<file path="config.mk">
export PLATFORM = sky130hd
export DESIGN_NAME = pcp_imem_loader
export DESIGN_NICKNAME = d
export VERILOG_FILES = /design/src/rtl/pcp_imem_loader_pkg.sv /design/src/rtl/pcp_imem_loader.sv
export SDC_FILE = /design/constraint.sdc
export NUM_CORES = 1
export LEC_CHECK = 0
export CELL_PAD_IN_SITES_DETAIL_PLACEMENT = 0
export CELL_PAD_IN_SITES_GLOBAL_PLACEMENT = 1
export CORE_UTILIZATION = 35
export CTS_BUF_LIST = sky130_fd_sc_hd__clkbuf_8
export DETAILED_ROUTE_END_ITERATION = 16
export PLACE_DENSITY_LB_ADDON = 0.1
export REMOVE_ABC_BUFFERS = 1
export SYNTH_ARGS = -nofsm -noshare
export SYNTH_HDL_FRONTEND = slang
export SYNTH_SLANG_ARGS = --single-unit
</file>
<file path="constraint.sdc">
create_clock -name clock -period 3.9 [get_ports clock]
set_input_delay 0.78 -clock clock [delete_from_list [all_inputs] [get_ports clock]]
set_output_delay 0.78 -clock clock [all_outputs]
set_load 0.05 [all_outputs]
</file>
<file path="src/rtl/pcp_imem_loader_pkg.sv">
// Shared coprocessor constants: imem geometry, stream word width and
// the loader state encoding.
package pcp_imem_loader_pkg;

    localparam int PCP_IMEM_ADDR_W = 10;
    localparam int PCP_IMEM_DATA_W = 75;
    localparam int PCP_WORD_W      = 32;

    typedef enum logic [1:0] {
        LD_IDLE  = 2'd0,
        LD_FILL  = 2'd1,
        LD_WRITE = 2'd2
    } ld_state_e;

endpackage

</file>
<file path="src/rtl/pcp_imem_loader.sv">
// Packs three 32-bit stream words into one 75-bit instruction and writes it
// to consecutive imem addresses through the imem write port.
//
// state    | meaning
// ---------+-----------------------------------------------------------
// LD_IDLE  | waiting for start; counters and outputs hold
// LD_FILL  | s_ready=1, collecting words 0..2 of the current instruction
// LD_WRITE | imem_we_2 pulse; advance address, decrement remaining count
module pcp_imem_loader
    import pcp_imem_loader_pkg::*;
#(
    parameter int ADDR_W  = PCP_IMEM_ADDR_W,
    parameter int INSTR_W = PCP_IMEM_DATA_W,
    parameter int WORD_W  = PCP_WORD_W
) (
    input  logic               clock,
    input  logic               reset,
    input  logic               start,
    input  logic [ADDR_W-1:0]  base_addr,
    input  logic [ADDR_W:0]    instr_count,
    input  logic [WORD_W-1:0]  s_data,
    input  logic               s_valid,
    output logic               s_ready,
    output logic [ADDR_W-1:0]  imem_addr_2,
    output logic [INSTR_W-1:0] imem_in_2,
    output logic               imem_we_2,
    output logic               busy,
    output logic               done,
    output logic               fmt_err
);

    localparam int HI_W  = INSTR_W - 2 * WORD_W;
    localparam int ASM_W = 2 * WORD_W;

    ld_state_e          state_q, state_d;
    logic [1:0]         wcnt_q, wcnt_d;
    logic [ASM_W-1:0]   asm_q, asm_d;
    logic [ADDR_W-1:0]  addr_q, addr_d;
    logic [ADDR_W:0]    rem_q, rem_d;
    logic               we_q, we_d;
    logic [ADDR_W-1:0]  waddr_q, waddr_d;
    logic [INSTR_W-1:0] wdata_q, wdata_d;
    logic               done_q, done_d;
    logic               fmt_q, fmt_d;

    always_comb begin
        state_d = state_q;
        wcnt_d  = wcnt_q;
        asm_d   = asm_q;
        addr_d  = addr_q;
        rem_d   = rem_q;
        we_d    = 1'b0;
        waddr_d = waddr_q;
        wdata_d = wdata_q;
        done_d  = done_q;
        fmt_d   = fmt_q;

        case (state_q)
            LD_IDLE: begin
                if (start) begin
                    done_d = 1'b0;
                    fmt_d  = 1'b0;
                    if (instr_count == '0) begin
                        done_d = 1'b1;
                    end else begin
                        state_d = LD_FILL;
                        wcnt_d  = 2'd0;
                        asm_d   = '0;
                        addr_d  = base_addr;
                        rem_d   = instr_count;
                    end
                end
            end
            LD_FILL: begin
                if (s_valid) begin
                    case (wcnt_q)
                        2'd0: begin
                            asm_d[WORD_W-1:0] = s_data;
                            wcnt_d            = 2'd1;
                        end
                        2'd1: begin
                            asm_d[ASM_W-1:WORD_W] = s_data;
                            wcnt_d                = 2'd2;
                        end
                        default: begin
                            // Output registers load here so the write pulse lands in LD_WRITE.
                            we_d    = 1'b1;
                            waddr_d = addr_q;
                            wdata_d = {s_data[HI_W-1:0], asm_q};
                            if (|s_data[WORD_W-1:HI_W]) fmt_d = 1'b1;
                            wcnt_d  = 2'd0;
                            state_d = LD_WRITE;
                        end
                    endcase
                end
            end
            LD_WRITE: begin
                addr_d = addr_q + ADDR_W'(1);
                rem_d  = rem_q - (ADDR_W + 1)'(1);
                if (rem_q == (ADDR_W + 1)'(1)) begin
                    state_d = LD_IDLE;
                    done_d  = 1'b1;
                end else begin
                    state_d = LD_FILL;
                end
            end
            default: state_d = LD_IDLE;
        endcase
    end

    always_ff @(posedge clock) begin
        if (reset) begin
            state_q <= LD_IDLE;
            wcnt_q  <= 2'd0;
            asm_q   <= '0;
            addr_q  <= '0;
            rem_q   <= '0;
            we_q    <= 1'b0;
            waddr_q <= '0;
            wdata_q <= '0;
            done_q  <= 1'b0;
            fmt_q   <= 1'b0;
        end else begin
            state_q <= state_d;
            wcnt_q  <= wcnt_d;
            asm_q   <= asm_d;
            addr_q  <= addr_d;
            rem_q   <= rem_d;
            we_q    <= we_d;
            waddr_q <= waddr_d;
            wdata_q <= wdata_d;
            done_q  <= done_d;
            fmt_q   <= fmt_d;
        end
    end

    assign s_ready     = (state_q == LD_FILL);
    assign busy        = (state_q != LD_IDLE);
    assign imem_we_2   = we_q;
    assign imem_addr_2 = waddr_q;
    assign imem_in_2   = wdata_q;
    assign done        = done_q;
    assign fmt_err     = fmt_q;

endmodule
</file>
---- Yosys cells after proc, flatten, opt, wreduce, memory -nomap -nowiden ----
Index checks and enable logic that the tools add are counted.
cells by class
  $add $sub $neg .......................... 2
  equal/unequal tests ..................... 12
  muxes and demuxes ....................... 33
  bitwise logic cells ..................... 3
  reduce and logical (&&, ||, !) cells .... 17
operator list
  operator                                                                  count
  64-bit 2-to-1 mux                                                         3
  64-bit one-hot mux with 2 select lines                                    1
  32-bit 2-to-1 mux                                                         2
  11-bit 2-to-1 mux                                                         2
  11-bit one-hot mux with 2 select lines                                    1
  21-bit OR reduction                                                       1
  10-bit 2-to-1 mux                                                         2
  10-bit one-hot mux with 2 select lines                                    1
  5-bit AND reduction                                                       3
  2-bit 2-to-1 mux                                                          7
  11-bit by 1-bit equality test with 1-bit output (second input constant)   1
  11-bit zero test                                                          1
  11-bit by 1-bit subtractor with 11-bit output (second input constant)     1
  10-bit by 1-bit adder with 10-bit output (second input constant)          1
  2-bit inequality test (second input constant)                             5
  1-bit 2-to-1 mux                                                          9
  3-bit AND reduction                                                       3
  2-bit one-hot mux with 2 select lines                                     2
  4-bit AND reduction                                                       2
  2-bit by 1-bit inequality test with 1-bit output (second input constant)  3
  2-bit one-hot mux with 3 select lines                                     1
  2-bit nonzero test                                                        3
  2-bit by 1-bit equality test with 1-bit output (second input constant)    2
  2-bit zero test                                                           2
  5 further kinds                                                           8
storage, ports and cells
  flip-flop bits (word level) ............. 177
  input port bits ......................... 57
  output and inout port bits .............. 90
  word-level logic and storage cells ...... 78

---- Logic depth before layout (Yosys ltp) ----
Gate-level depths: netlist of run 1.
  word-level depth ........................ 5
  depth in mapped cells ................... 8

---- Worst setup path after synthesis of run 1 ----
OpenSTA, ideal clock, no wires.
  path kind ............................... input to register
  start ................................... in instr_count[9]
  end ..................................... reg addr_q[7]
  library setup time ...................... 0.143 ns
  data arrival time ....................... 2.290 ns
  data required time ...................... 3.757 ns
  slack ................................... 1.467 ns
  cell stages on the path ................. 6
  cell sequence ........................... or4_1 buf_2 o41a_4 buf_6 a21oi_1 a211oi_2
between the ends
  cells in the longest elaborated chain, start to end .. 3
RTL lines
  item                             line                    RTL
  start, declared                  pcp_imem_loader.sv:20   input logic [ADDR_W:0] instr_count,
  11-bit zero test                 pcp_imem_loader.sv:63   if (instr_count == '0) begin
  2-bit inequality test (no line)  -
  3-bit AND reduction (no line)    -
  end signal, assigned             pcp_imem_loader.sv:127  addr_q <= addr_d;
  end, declared                    pcp_imem_loader.sv:38   logic [ADDR_W-1:0] addr_q, addr_d;
Every way passes these cells.
A chain may end at the register's enable or synchronous reset.

---- Final worst setup path of run 1 ----
  start ................................... reg state_q[0]
  end ..................................... out s_ready
between the ends
  cells in the longest elaborated chain, start to end .. 1
RTL lines
  item                                            line                    RTL
  start, declared                                 pcp_imem_loader.sv:35   ld_state_e state_q, state_d;
  start signal, assigned                          pcp_imem_loader.sv:124  state_q <= state_d;
  2-bit by 1-bit equality test with 1-bit output  pcp_imem_loader.sv:137  assign s_ready = (state_q == LD_FILL);
  end, declared                                   pcp_imem_loader.sv:23   output logic s_ready,
Every way passes these cells.

==> flow_metrics.tcl, run 1 <==
set metrics [dict create \
    worstReg2RegStart "state_q[0]$_SDFFE_PP0P_" \
    syn_inst 851 \
    via_per_inst 4.88 \
    place_congestion 0.771 \
    grt_pass1_vias 5873 \
    nets 1018 \
    power_uw 3580 \
    cp_cell_sequence "nor2b_4, clkdlybuf4s50_1" \
    crit_arrival_ns 2.23 \
    fp.coreArea_um2 21000 \
    routedWlPerCell_um 14.9 \
    ys.flop_type "dfxtp_1" \
    critPathMaxFanout 14 \
    die_w_um 148 \
    layout-drive-gt1-share 0.0803 \
    tightest_slew_ns 0.946 \
    p_per_area_nw_per_um2 376 \
    cts-root-buf "clkbuf_8" \
    endpoint_kind "primary output" \
    slowest_delay_ns 0.90 \
    htree_num_levels 4 \
    p_leak_uw 0.00329 \
    fin_crit_ns 3.01 \
    cts_resized 0 \
    grt_pass1_wl_um 30600 \
    maxSlewHeadroom 0.365 \
    hold_buffers 0 \
    syn_area_um2 7510 \
    synth_seq_cells 177 \
    gr-total-overflow 0 \
    clock.fmax_ghz 0.332 \
    r2r_end "imem_in_2[38]$_SDFFE_PP0P_" \
    synth-warning-count 0 \
    ys_seq_area_frac 0.472 \
    holdCritStartpoint "asm_q[60]$_SDFFE_PP0P_" \
    dr.pass1.iters 4 \
    clk_latency_ns 0.46 \
    period_share 0.772 \
    fp.dieH_um 148 \
    cts.sinks 177 \
    remaining_drc_errors 0 \
    num_rows 53 \
    wirelength_um 18600 \
    fin_skew_ns 0.0151 \
    multiInputGateArea_um2 3600 \
    hold_class "register to register" \
    hold_viol_final 0 \
    setup_violations 0 \
    grt_use_total 0.175 \
    peakVddDrop_mv 0.191 \
    cts_tree "built" \
    antenna_found_initial 0 \
    detailedPlacementHpwl_um 12000 \
    route.vias.total 6083 \
    drtIter0Drc 245 \
    slew_viol_final 0 \
    min_to "imem_in_2[60]$_SDFFE_PP0P_" \
    cts_buffer_depth 2 \
    status "complete, no violations" \
    critPathTopFamily "buffers and inverters" \
    r2r_slack_ns 1.36 \
    cp_num_cells 2 \
    clk_pin_slew_ns 0.11 \
    crit_required_ns 3.12 \
    ys_types 54 \
    grt_busiest_layer "met2" \
    cts_buffers 17 \
    reg2reg_depth 6 \
    startpoint_type "register" \
    fin_tns_setup_ns 0 \
    syn_area_per_cell_um2 8.82 \
    final_cells 1246 \
    initial_core_util 0.357 \
    cts_setup_buffers 0 \
    grt_start_max_net_pins 81 \
    ys_async_sr_fraction 0 \
    place_inst 1214 \
    synth_edf_count 0 \
    io-pin-count 147 \
    area_growth_pct 26.9 \
    nFillCells 2095 \
    io_buffers 146 \
    slowest_stage "clkdlybuf4s50_1" \
    maxCapViolations 0 \
    ant_nets 0 \
    use_met1 0.229 \
    grtUsageMet2 0.293 \
    worstSetupPathType "register to primary output" \
    dieArea_um2 22000 \
    path_buf_inv 1 \
    grt_use_met3 0.0319 \
    antenna_cells 0 \
    hold_depth 2 \
    rsz0062_at_grt "no" \
    whs_ns 0.457 \
    regArea_um2 3540 \
]
==> layer usage <==
layer	up-vias	share of wire
li1	3131	-
met1	2818	0.48
met2	118	0.47
met3	16	0.034
met4	0	0.0079
met5	-	0
==> power breakdown <==
part           switching (uW)  total [uW]  leakage, uW  internal, uW
clock network             753        1290     0.000206           542
registers                41.7        1900      0.00143          1860
logic                     207         386      0.00165           179
==> kinds of logic (layout without fill, tap and decap cells) <==
logic type,Yosys count,count (layout),synth area share
adders and majority gates,3,3,0.00500
buffers and inverters,74,194,0.0518
and+or+nand+nor,362,362,0.239
muxes,65,65,0.0868
AOI/OAI and AO/OA,170,170,0.146
DFF,177,177,0.472
==> cells in the final DEF, fill, tap and decap left out, drive strengths merged, types with 7 or more instances in the layout <==
cell / netlist / layout
a21oi: 110 / 110
nor2b: 8 / 8
dfxtp: 177 / 177
nand3b: 32 / 32
nor3: 9 / 9
nand3: 7 / 7
buf: 27 / 12
nor2: 18 / 18
a211oi: 8 / 8
o21ai: 15 / 15
clkdlybuf4s50: 0 / 145
nand2: 188 / 188
mux2i: 64 / 64
inv: 5 / 12
clkbuf: 41 / 17
nor4: 8 / 8
nand2b: 70 / 70
==> synth_stat cells, drive strengths merged (3+ instances only) <==
| library cell | n | area (um2) |
|---|---|---|
| or4 | 3 | 22.5 |
| nand2b | 70 | 438 |
| o32ai | 5 | 43.8 |
| nor3b | 3 | 22.5 |
| dfxtp | 177 | 3540 |
| a21oi | 110 | 569 |
| or3 | 4 | 27.5 |
| a311oi | 4 | 53.8 |
| nand3b | 32 | 240 |
| clkbuf | 41 | 174 |
| nor4 | 8 | 50.1 |
| o21ai | 15 | 90.1 |
| nand3 | 7 | 35.0 |
| nand2 | 188 | 706 |
| o31ai | 6 | 45.0 |
| nor2b | 8 | 50.1 |
| mux2i | 64 | 641 |
| o21a | 4 | 30.0 |
| and2 | 3 | 18.8 |
| buf | 27 | 188 |
| nor2 | 18 | 67.6 |
| ha | 3 | 37.5 |
| a211oi | 8 | 85.1 |
| nor3 | 9 | 45.0 |
| inv | 5 | 18.8 |
| a31oi | 6 | 37.5 |
==> final cells by class <==
cell class / instances / area share
clock buffer: 17 / 0.0246
clock inverter: 15 / 0.0184
inverter: 5 / 0.00197
multi-input combinational: 600 / 0.378
sequential: 177 / 0.372
tap: 275 / 0.0361
timing repair buffer: 157 / 0.169
==> stage by stage <==
step	area, um2	setup WS (ns)	utilization
after global routing	9530	0.742	0.453
final	9530	0.889	0.453
after floorplan	7140	-1.16	-
after global placement	9120	0.787	0.434
after CTS	9530	0.819	0.453
after detailed placement	9120	0.754	0.434
==> state kept, by name (all words and copies together), names as in the netlist <==
signal / count
addr_q: 10
asm_q: 64
done: 1
fmt_err: 1
imem_addr_2: 10
imem_in_2: 75
imem_we_2: 1
rem_q: 11
state_q: 2
wcnt_q: 2
==> worst max path at each step <==
| stage | from | to | slack (ns) |
|---|---|---|---|
| final | state_q[0]$_SDFFE_PP0P_ | s_ready | 0.89 |
| after global routing | state_q[0]$_SDFFE_PP0P_ | s_ready | 0.74 |
| after CTS | state_q[0]$_SDFFE_PP0P_ | s_ready | 0.82 |
| after detailed placement | instr_count[9] | state_q[0]$_SDFFE_PP0P_ | 0.75 |
| after global placement | instr_count[9] | state_q[0]$_SDFFE_PP0P_ | 0.79 |
| after floorplan | state_q[1]$_SDFFE_PP0P_ | imem_addr_2[0]$_SDFFE_PP0P_ | -1.16 |
==> tightest hold or removal path, delay by kind of cell (launching register included) <==
kind               cells  cell delay (ns)
AOI/OAI and AO/OA      1             0.05
DFF                    1             0.32
and+or+nand+nor        1             0.05
No activity file was read; power rests on OpenSTA's default activity.
==> inputs of run 2 (changes only) <==
clock period = 2.5 ns   (was 3.9 ns; I/O delays follow)
==> run 2 against run 1 <==
Compared with the run above:
- clock power grew 60%
- first-iteration DRC count increased by 5.3%
- global-route usage grew 0.41 points
- worst setup slack worse by 0.69 ns
- sequential share of layout area is 1.1 points lower
- clock skew grew 0.0076 ns
- routed wire length up 1.5%
- total power rose by 59%
- critical endpoint is now asm_q[12]$_SDFFE_PP0P_
==> flow_metrics.tcl, run 2 (synthesis results as in run 1) <==
set metrics [dict create \
    power_uw 5680 \
    holdCritStartpoint "reset" \
    reg2reg_depth 6 \
    layout_commonest_cell "nand2_1" \
    fin_crit_ns 2.30 \
    design_area_um2 9820 \
    final_cell_mix "nand2_1, dfxtp_1, clkdlybuf4s50_1, a21oi_1, nand2b_1" \
    period_share 0.920 \
    worstReg2RegStart "rem_q[0]$_SDFFE_PP0P_" \
    grt_pass1_wl_um 31200 \
    nets 1050 \
    crit_required_ns 2.89 \
    hold_class "input pin to register" \
    slew_viol_final 0 \
    r2r_slack_ns 0.52 \
    largest_reg_flops 75 \
    antenna_cells 0 \
    cts_setup_buffers 0 \
    hold_viol_final 0 \
    hold_buffers 0 \
    pre_cts_slack_ns -0.228 \
    fp.coreArea_um2 21000 \
    setup_ws_ns 0.199 \
    gr-total-overflow 0 \
    grt_pass1_vias 6057 \
    dieArea_um2 22000 \
    regArea_um2 3540 \
    p_per_area_nw_per_um2 578 \
    htree_num_levels 4 \
    p_int_uw 4170 \
    rsz0062_at_grt "no" \
    cts_tree "built" \
    ant_nets 0 \
    remaining_drc_errors 0 \
    fp.dieH_um 148 \
    critPathMaxFanout 9 \
    min_to "imem_addr_2[2]$_SDFFE_PP0P_" \
    p_comb_frac 0.114 \
    wirelength_um 18900 \
    status "complete, no violations" \
    detailedPlacementHpwl_um 12900 \
    p_switching_uw 1500 \
    startpoint_type "input pin" \
    clkPwrFrac 0.365 \
    antenna_found_initial 0 \
    via_per_inst 4.85 \
    dpl-instance-area_um2 9400 \
    cts_buffer_depth 2 \
    p_seq_frac 0.520 \
    cts_buffers 17 \
    r2r_end "rem_q[10]$_SDFFE_PP0P_" \
    clock.fmax_ghz 0.435 \
    maxSlewHeadroom 0.634 \
    cts-root-buf "clkbuf_8" \
    io-pin-count 147 \
    multiInputGateArea_um2 3600 \
    nFillCells 2105 \
    cts_resized 0 \
    worstSetupPathType "input pin to register" \
    clk_pin_slew_ns 0.11 \
    route.vias.total 6195 \
    clk_latency_ns 0.47 \
    place_congestion 0.762 \
    tightest_slew_ns 0.548 \
    endpoint_kind "register" \
    grt_use_total 0.179 \
    initial_core_util 0.357 \
    dr.pass1.iters 5 \
    area_growth_pct 30.7 \
    io_buffers 146 \
    grt_start_max_net_pins 60 \
    layout-drive-gt1-share 0.112 \
    num_rows 53 \
    fin_skew_ns 0.0226 \
    crit_arrival_ns 2.69 \
    setup_violations 0 \
    peakVddDrop_mv 0.286 \
    drtIter0Drc 258 \
    p_leak_uw 0.00347 \
    hold_depth 2 \
    die_w_um 148 \
    maxCapViolations 0 \
    cts.sinks 177 \
    routedWlPerCell_um 14.8 \
    fin_tns_setup_ns 0 \
    switching_share 0.265 \
]
==> run 2: cell count changes in the layout (fill, tap and decap cells not counted) <==
cell,before,now
buf_4,6,36
buf_12,5,9
inv_8,5,2
clkbuf_8,17,19
clkdlybuf4s50_1,145,143
clkinv_8,2,0
bufinv_16,1,2
clkinv_2,1,2
clkinv_4,3,4
==> run 2: power groups by stage <==
stage	Clock (uW)	Combinational [uW]	Sequential, uW
finish	2070	649	2950
global route	2260	704	2970
CTS	2150	657	2950
detailed placement	0	655	3020
global placement	0	656	3020
floorplan	0	334	3010
==> run 2: critical path: stages <==
cell	delay, ns
clkdlybuf4s50_1	0.42
or4_1	0.55
buf_4	0.19
nor4_1	0.36
or3_2	0.23
buf_4	0.22
mux2i_1	0.22
==> run 2: worst max-delay path by stage <==
| stage | from | to |
|---|---|---|
| 2_1_floorplan | state_q[1]$_SDFFE_PP0P_ | imem_addr_2[0]$_SDFFE_PP0P_ |
| 3_3_place_gp | instr_count[9] | asm_q[9]$_SDFFE_PP0P_ |
| 3_5_place_dp | instr_count[9] | addr_q[0]$_SDFFE_PP0P_ |
| 4_1_cts | instr_count[9] | asm_q[12]$_SDFFE_PP0P_ |
| 5_1_grt | instr_count[9] | asm_q[53]$_SDFFE_PP0P_ |
| 6_report | instr_count[9] | asm_q[12]$_SDFFE_PP0P_ |
==> run 2: per-layer routing <==
| layer | vias up | track usage | routed length (um) |
|---|---|---|---|
| met2 | 125 | 0.296 | 8950 |
| met3 | 14 | 0.0344 | 702 |
| met1 | 2869 | 0.234 | 9030 |
| met5 | - | 0 | 0 |
| met4 | 0 | 0.0541 | 180 |
| li1 | 3187 | - | - |
==> run 2: layout make-up <==
cell class                      instances  area share
Multi-Input combinational cell        600       0.367
Sequential cell                       177       0.361
Timing Repair Buffer                  189       0.193
Tap cell                              275      0.0350
Clock buffer                           19      0.0266
Clock inverter                         13      0.0155
Inverter                                5     0.00191
==> run 2: per-stage QoR <==
step | util | hold slack [ns] | instances
floorplan | - | 0.426 | 782
global placement | 0.447 | 0.442 | 1246
detailed placement | 0.447 | 0.444 | 1246
CTS | 0.467 | 0.404 | 1278
global route | 0.467 | 0.441 | 1278
finish | 0.467 | 0.422 | 1278
==> inputs of run 3 (changes only) <==
SKIP_LAST_GASP = 1   (was unset)
clock period = 2.3 ns   (was 2.5 ns; I/O delays follow)
==> run 3 against run 2 <==
Compared with the run above:
- worst setup slack got worse by 0.13 ns
- final area up 0.84%
- clock skew down 0.0030 ns
- register-to-register slack got worse by 0.20 ns
- critical path type unchanged
- largest cell class unchanged
- largest power group unchanged
==> flow_metrics.tcl, run 3 (synthesis results as in run 1) <==
set metrics [dict create \
    grt_start_max_net_pins 68 \
    initial_core_util 0.357 \
    whs_ns 0.393 \
    cts_buffer_depth 2 \
    detailedPlacementHpwl_um 12700 \
    gr-total-overflow 0 \
    pre_cts_slack_ns -0.381 \
    crit_start "instr_count[9]" \
    grt_use_total 0.174 \
    nFillCells 2089 \
    grt_pass1_wl_um 30600 \
    clock.fmax_ghz 0.449 \
    endpoint_kind "register" \
    peakVddDrop_mv 0.312 \
    design_area_um2 9900 \
    grt_pass1_vias 6055 \
    io_buffers 146 \
    routedWlPerCell_um 14.7 \
    wirelength_um 18800 \
    cp_num_cells 7 \
    crit_required_ns 2.68 \
    htree_num_levels 4 \
    hold_viol_final 0 \
    reg2reg_depth 6 \
    p_per_area_nw_per_um2 650 \
    dr.pass1.iters 4 \
    period_share 0.968 \
    drtIter0Drc 225 \
    cts-root-buf "clkbuf_8" \
    slew_viol_final 0 \
    maxCapViolations 0 \
    place_congestion 0.768 \
    hold_class "input pin to register" \
    final_cell_mix "nand2_1, dfxtp_1, clkdlybuf4s50_1, a21oi_1, nand2b_1" \
    path_buf_inv 3 \
    num_rows 53 \
    io-pin-count 147 \
    fp.coreArea_um2 21000 \
    maxSlewHeadroom 0.620 \
    cts_tree "built" \
    layout-drive-gt1-share 0.114 \
    critPathMaxFanout 24 \
    fp.dieH_um 148 \
    slowest_stage "or4_1" \
    rsz0062_at_grt "no" \
    antenna_found_initial 0 \
    dpl-instance-area_um2 9420 \
    fin_skew_ns 0.0197 \
    multiInputGateArea_um2 3600 \
    tightest_slew_ns 0.568 \
    slowest_delay_ns 0.52 \
    crit_arrival_ns 2.61 \
    clk_pin_slew_ns 0.10 \
    holdCritStartpoint "reset" \
    hold_buffers 0 \
    route.vias.total 6212 \
    critPathTopFamily "simple AND/OR/NAND/NOR gates" \
    cts_buffers 17 \
    antenna_cells 0 \
    setup_ws_ns 0.0736 \
    layout_commonest_cell "nand2_1" \
    status "complete, no violations" \
    setup_violations 0 \
    ant_nets 0 \
    largest_reg_flops 75 \
    startpoint_type "input pin" \
    die_w_um 148 \
    cts.sinks 177 \
    dieArea_um2 22000 \
    fin_crit_ns 2.23 \
    nets 1051 \
    cp_cell_sequence "clkdlybuf4s50_1, or4_1, buf_4, nor4_1, or3_2, buf_12, mux2i_1" \
    via_per_inst 4.86 \
    remaining_drc_errors 0 \
    worstReg2RegStart "rem_q[0]$_SDFFE_PP0P_" \
    area_growth_pct 31.8 \
    worstSetupPathType "input pin to register" \
    hold_depth 2 \
    regArea_um2 3540 \
    clk_latency_ns 0.46 \
    p_leak_uw 0.00351 \
]
==> run 3: changes by cell type in the layout (fill, tap and decap cells not counted) <==
cell / change
buf_12: +1
bufinv_16: +2
clkbuf_8: -2
clkinv_2: -2
clkinv_4: -2
clkinv_8: +2
clkinvlp_4: -1
dfxtp_1: -1
dfxtp_2: +1
inv_6: +1
inv_8: +2
==> run 3: power breakdown <==
group          internal [uW]  switching, uW  leakage [uW]  total (uW)
registers               3150           69.3       0.00143        3220
clock network           1250           1260      0.000239        2510
logic                    349            363       0.00184         712
total                   4740           1700       0.00351        6440
==> run 3: what timing repair did <==
item,4_1_cts,5_1_grt
endpoints found under the hold margin,0,0
resized for setup,0,1
buffers inserted,0,0
setup endpoints to repair,0,1
==> run 3: final cells by class <==
type / count / area share
inverter: 5 / 0.00190
clock inverter: 15 / 0.0244
timing repair buffer: 190 / 0.193
tap: 275 / 0.0348
clock buffer: 17 / 0.0236
multi-input combinational: 600 / 0.364
sequential: 177 / 0.358
==> run 3: through the flow <==
step                std cells  setup TNS (ns)  total power, uW  utilization
floorplan                 782         -281.06             3640            -
global placement         1247          -25.66             4010        0.448
detailed placement       1247          -29.48             4000        0.448
CTS                      1279               0             6540        0.471
global route             1279               0             6720        0.471
finish                   1279               0             6440        0.471
==> run 3: final timing paths <==
path                                                   end  slack, ns
worst max-delay path                 asm_q[4]$_SDFFE_PP0P_       0.07
worst min-delay path                 rem_q[2]$_SDFFE_PP0P_       0.39
worst max register to register      rem_q[10]$_SDFFE_PP0P_       0.32
worst min register to register  imem_in_2[60]$_SDFFE_PP0P_       0.45
==> run 3: metal layers <==
metal	wire length, um	track usage
met1	9270	0.233
met2	8790	0.287
met3	521	0.0304
met4	194	0.0495
met5	0	0
